===== config.mk =====
export PLATFORM = sky130hd
export DESIGN_NAME = dmem_block_mover
export DESIGN_NICKNAME = d
export VERILOG_FILES = /design/src/rtl/dmem_pkg.sv /design/src/rtl/dmem_block_mover.sv
export SDC_FILE = /design/constraint.sdc
export NUM_CORES = 1
export LEC_CHECK = 0
export BUFFER_PORTS_ARGS = -buffer_cell sky130_fd_sc_hd__buf_2
export CORE_MARGIN = 2
export CORE_UTILIZATION = 49
export DETAILED_ROUTE_END_ITERATION = 8
export PLACE_DENSITY = 0.73
export SETUP_SLACK_MARGIN = 0.05
export SLEW_MARGIN = 20
export SYNTH_ARGS = -nofsm -noshare
export SYNTH_HDL_FRONTEND = slang
export SYNTH_SLANG_ARGS = --single-unit

===== constraint.sdc =====
create_clock -name clk -period 5 [get_ports clk]
set_input_delay 0.75 -clock clk [delete_from_list [all_inputs] [get_ports clk]]
set_output_delay 0.75 -clock clk [all_outputs]
set_load 0.01 [all_outputs]

===== src/rtl/dmem_pkg.sv =====
// Shared constants and enums for the data-memory block mover.
package dmem_pkg;
    localparam int ADDR_W = 6;
    localparam int DATA_W = 64;
    localparam int LEN_W  = ADDR_W + 1;

    typedef enum logic [1:0] {
        OP_COPY     = 2'b00,
        OP_FILL     = 2'b01,
        OP_CHECKSUM = 2'b10,
        OP_ILLEGAL  = 2'b11
    } op_e;

    typedef enum logic [1:0] {
        S_IDLE = 2'b00,
        S_RD   = 2'b01,
        S_WR   = 2'b10,
        S_DONE = 2'b11
    } state_e;
endpackage


===== src/rtl/dmem_block_mover.sv =====
// Block COPY / FILL / XOR-checksum engine driving the data-memory port.
// Memory port outputs are decoded purely from the FSM state and latched
// command registers, so IDLE and DONE never touch memory.
module dmem_block_mover
    import dmem_pkg::*;
#(
    parameter int ADDR_W = dmem_pkg::ADDR_W,
    parameter int DATA_W = dmem_pkg::DATA_W,
    parameter int LEN_W  = ADDR_W + 1
) (
    input  logic              clk,
    input  logic              rst_n,
    input  logic              start,
    input  logic [1:0]        op,
    input  logic [ADDR_W-1:0] src_addr,
    input  logic [ADDR_W-1:0] dst_addr,
    input  logic [LEN_W-1:0]  len,
    input  logic [DATA_W-1:0] fill_value,
    output logic              busy,
    output logic              done,
    output logic              err,
    output logic [DATA_W-1:0] checksum,
    output logic [LEN_W-1:0]  words_done,
    output logic [ADDR_W-1:0] mem_address,
    output logic              mem_write,
    output logic              mem_read,
    output logic [DATA_W-1:0] mem_write_data,
    input  logic [DATA_W-1:0] mem_q
);

    state_e              state_q, state_d;
    op_e                 op_q, op_d;
    logic [ADDR_W-1:0]   src_q, src_d;
    logic [ADDR_W-1:0]   dst_q, dst_d;
    logic [LEN_W-1:0]    len_q, len_d;
    logic [DATA_W-1:0]   fill_q, fill_d;
    logic [DATA_W-1:0]   buf_q, buf_d;
    logic [DATA_W-1:0]   cks_q, cks_d;
    logic [LEN_W-1:0]    wd_q, wd_d;

    logic [LEN_W-1:0]    wd_inc;
    logic                last;

    // Words-done counter after this beat; "last" ends the command. Compared
    // for equality so lengths above the memory depth simply wrap addresses.
    assign wd_inc = wd_q + LEN_W'(1);
    assign last   = (wd_inc == len_q);

    // State and command registers, synchronous active-low reset.
    always_ff @(posedge clk) begin
        if (!rst_n) begin
            state_q <= S_IDLE;
            op_q    <= OP_COPY;
            src_q   <= '0;
            dst_q   <= '0;
            len_q   <= '0;
            fill_q  <= '0;
            buf_q   <= '0;
            cks_q   <= '0;
            wd_q    <= '0;
        end else begin
            state_q <= state_d;
            op_q    <= op_d;
            src_q   <= src_d;
            dst_q   <= dst_d;
            len_q   <= len_d;
            fill_q  <= fill_d;
            buf_q   <= buf_d;
            cks_q   <= cks_d;
            wd_q    <= wd_d;
        end
    end

    // Next-state and register update logic.
    always_comb begin
        state_d = state_q;
        op_d    = op_q;
        src_d   = src_q;
        dst_d   = dst_q;
        len_d   = len_q;
        fill_d  = fill_q;
        buf_d   = buf_q;
        cks_d   = cks_q;
        wd_d    = wd_q;
        case (state_q)
            S_IDLE: begin
                if (start) begin
                    op_d   = op_e'(op);
                    src_d  = src_addr;
                    dst_d  = dst_addr;
                    len_d  = len;
                    fill_d = fill_value;
                    wd_d   = '0;
                    if (op_e'(op) == OP_CHECKSUM) cks_d = '0;
                    if (len == '0 || op_e'(op) == OP_ILLEGAL) state_d = S_DONE;
                    else if (op_e'(op) == OP_FILL)            state_d = S_WR;
                    else                                       state_d = S_RD;
                end
            end
            S_RD: begin
                if (op_q == OP_COPY) begin
                    buf_d   = mem_q;
                    state_d = S_WR;
                end else begin
                    cks_d = cks_q ^ mem_q;
                    wd_d  = wd_inc;
                    if (last) state_d = S_DONE;
                end
            end
            S_WR: begin
                wd_d = wd_inc;
                if (last)                 state_d = S_DONE;
                else if (op_q == OP_COPY) state_d = S_RD;
            end
            default: state_d = S_IDLE;
        endcase
    end

    // Memory port and status outputs decoded from state.
    always_comb begin
        mem_read       = 1'b0;
        mem_write      = 1'b0;
        mem_address    = '0;
        mem_write_data = '0;
        case (state_q)
            S_RD: begin
                mem_read    = 1'b1;
                mem_address = src_q + wd_q[ADDR_W-1:0];
            end
            S_WR: begin
                mem_write      = 1'b1;
                mem_address    = dst_q + wd_q[ADDR_W-1:0];
                mem_write_data = (op_q == OP_COPY) ? buf_q : fill_q;
            end
            default: ;
        endcase
    end

    assign busy       = (state_q == S_RD) || (state_q == S_WR);
    assign done       = (state_q == S_DONE);
    assign err        = (state_q == S_DONE) && (op_q == OP_ILLEGAL);
    assign checksum   = cks_q;
    assign words_done = wd_q;

endmodule


==> impl_metrics.ini <==
[yosys]
yosys.area_share.adder_pct = 1.46
syn_inst = 1264
netlist_area_sq_mm = 0.00992
syn_nets = 1427
yosys.area_share.simple_pct = 24.3
synth_seq_area_share_pct = 44.8
ys_warn_count = 0
synthMuxAreaShare_pct = 0.668
ys_top_cells_by_count = 500 x nand2_1, 222 x dfxtp_1, 214 x a21boi_0
synth_compound_area_share_pct = 18.3
synth_flop_cell = dfxtp_1
synth_area_leaders = dfxtp_1 45%, nand2_1 19%, a21boi_0 16%
async_flop_share_pct = 0
yosys.area.top_type = dfxtp_1
synth-xor-area-share_pct = 6.80
synth_top_family_by_area = simple AND/OR/NAND/NOR gates
synth_edf_count = 0
yosysTopAreaCellShare_pct = 44.8
ys_types = 46
ys_ff_latch = 222
avgSynthCellArea_sq_um = 7.85
yosysMostFrequentCell = nand2_1

[setup_path]
cpMostUsedCell = nor2_1
worstPathRequired_ns = 4.25
r2r_start = state_q[0]
r2r_slack_ns = 2.15
critPathMaxFanout = 6
worst_setup_path_end_kind = primary output
slowest_delay_ns = 0.43
slowest_stage = fa_1
crit_chain = inv_1 -> ha_2 -> mux2_2 -> ha_1 -> fa_1 -> a21oi_1 -> nor2_1 -> nor2_1 -> xnor2_1 -> and2_1 -> buf_2
worst_setup_path_start_kind = flip-flop
crit_type = reg -> out
arrival_ns = 2.94
reg2reg_to = checksum[44]
ff2ff_path_depth = 9

[power_and_ir_drop]
sequentialPowerShare_pct = 39.6
netSwitchingFraction_pct = 35.0
combPwrFrac_pct = 30.5
power.leakage_uw = 0.00515
vdd_drop_max_uv = 288
internal_power_uw = 3720
power.density_mw_per_mm2 = 466
clkPwrFrac_pct = 29.9
power_switching_uw = 2000

[placement]
hpwl_microns = 18000
numPortBuffers = 297
place_inst = 1754
routabilityCongestion = 0.873

[routing]
drc = 0
viasPerCell = 5.04
antenna_left = 0
finalWirelength_microns = 26700
first_pass_iters = 4
drt-initial-drc-count = 302
wl_per_cell_microns = 14.9
num_vias = 9045

[global_route]
grt_start_max_net_pins = 86
grt_pass1_wl_microns = 43800
grt_pass1_vias = 8930
overflow = 0
grt_usage_pct = 24.6
antenna_found_initial = 3

[clock_tree]
cts-root-buf = clkbuf_16
cts_tree = yes
htree_levels = 1
cts_max_path_buffers = 3
clk_pin_slew_worst_paths_ns = 0.05
cts_hold_repair.buffers = 0
clock_sinks = 222
insertion_delay_ns = 0.51
postCtsSetupBuffers = 0
cts_buffers = 25
cts_resized = 0

[die]
initial_core_util_pct = 49.5
io_pins = 298
fp.dieArea_sq_mm = 0.0214
die_w_microns = 146
num_rows = 52
core_sq_mm = 0.0200
fp.dieH_microns = 146

[finish]
nets = 1674
fin_cells = 1795
drive_gt1_share_pct = 23.9
area_delta_synth_final_pct = 23.7
nFillCells = 1864
fin_util_pct = 61.3
multi_input_area_sq_mm = 0.00515
regArea_sq_mm = 0.00444

[timing]
final.min_clock_period_ns = 3.69
fin_skew_ns = 0.00859
slew_viol_final = 0
setup_viol = 0
slew-limit-headroom_pct = 30.8
finalCritPeriodShare_pct = 73.7
fmax_ghz = 0.271
setup_tns_ns = 0
worst_slew_pin_slew_ns = 1.04
final_hold_viol_count = 0
grt_setup_unrepaired = no

[job]
drv_cap = 0

[run_status]
run_status = finished clean

[worst_hold_path]
hold_depth = 2
hp-start = fill_q[2]
min_path_type = reg -> reg
min_delay_worst_endpoint = fill_q[2]
## sequential cells by signal (all words and copies together), names as in the netlist
| register | flops |
|---|---|
| buf_q | 64 |
| checksum | 64 |
| fill_q | 64 |
| len_q | 7 |
| words_done | 7 |
| dst_q | 6 |
| src_q | 6 |
| op_q | 2 |
| state_q | 2 |
## cell usage in the layout, fill, tap and decap left out, drive strengths merged, types with 2 or more instances in the layout
cell / instances
nor2: 75
nand4: 2
or2: 3
a211o: 2
diode: 3
and2: 10
xor2: 67
xnor2: 10
o21ai: 7
buf: 306
nor3: 4
inv: 6
a21boi: 215
clkbuf: 33
dfxtp: 222
a21oi: 8
or3b: 2
nand3: 3
clkinv: 3
nand2: 500
a21o: 4
ha: 10
mux2: 5
or3: 2
nor2b: 5
## stage by stage
step	instance area, sq um	setup WS [ns]	total power, uW	hold WS (ns)
6_report	12300	1.31	5730	0.464
5_1_grt	12300	1.15	6100	0.478
4_1_cts	12300	1.29	5790	0.464
3_5_place_dp	11500	1.83	4060	0.458
3_3_place_gp	11500	1.93	4020	0.452
2_1_floorplan	9920	1.53	3490	0.440
## cell type report
class                   count  area share, %
well taps                 270           2.75
clock inverters             5          0.428
diodes                      3         0.0611
repair buffers            306           12.7
flip-flops and latches    222           36.2
clock buffers              33           5.75
inverters                   6          0.183
multi-input cells         950           41.9
## critical path: cells and delay by family, from the launching register on
family                   cells  cell delay [ns]
adder cells (fa/ha/maj)      3             0.92
multiplexers                 1             0.36
flip-flops                   1             0.34
AND/OR/NAND/NOR              3             0.30
buffers and inverters        2             0.22
AO/OA/AOI/OAI                1             0.15
XOR/XNOR                     1             0.13
## logic make-up after synthesis
family,after synthesis
AO/OA/AOI/OAI,244
AND/OR/NAND/NOR,612
buffers and inverters,92
flip-flops,222
multiplexers,6
adder cells (fa/ha/maj),11
XOR/XNOR,77
## worst max-delay path by stage
stage	from	end	slack, ns	depth (start not counted)
floorplan	state_q[0]	mem_address[4]	1.53	12
global placement	state_q[0]	mem_address[4]	1.93	11
detailed placement	state_q[0]	mem_address[4]	1.83	11
CTS	state_q[0]	mem_address[4]	1.29	11
global route	state_q[0]	mem_address[4]	1.15	11
finish	state_q[0]	mem_address[4]	1.31	11
## power by group through the flow
stage	clock (uW)	sequential [uW]	combinational, uW
6_report	1710	2270	1750
2_1_floorplan	0	2310	1180
5_1_grt	1830	2300	1970
3_3_place_gp	0	2290	1730
3_5_place_dp	0	2300	1760
4_1_cts	1750	2270	1770
## metal layers
layer,part of all wire (%),GRT usage (%),vias to the layer above
met5,0.049,0,-
met4,2.2,6.36,2
met3,6.9,4.97,50
met2,48,43.5,258
met1,43,30.8,4218
li1,-,-,4517
Note: power is estimated with default switching activity, not from simulation.
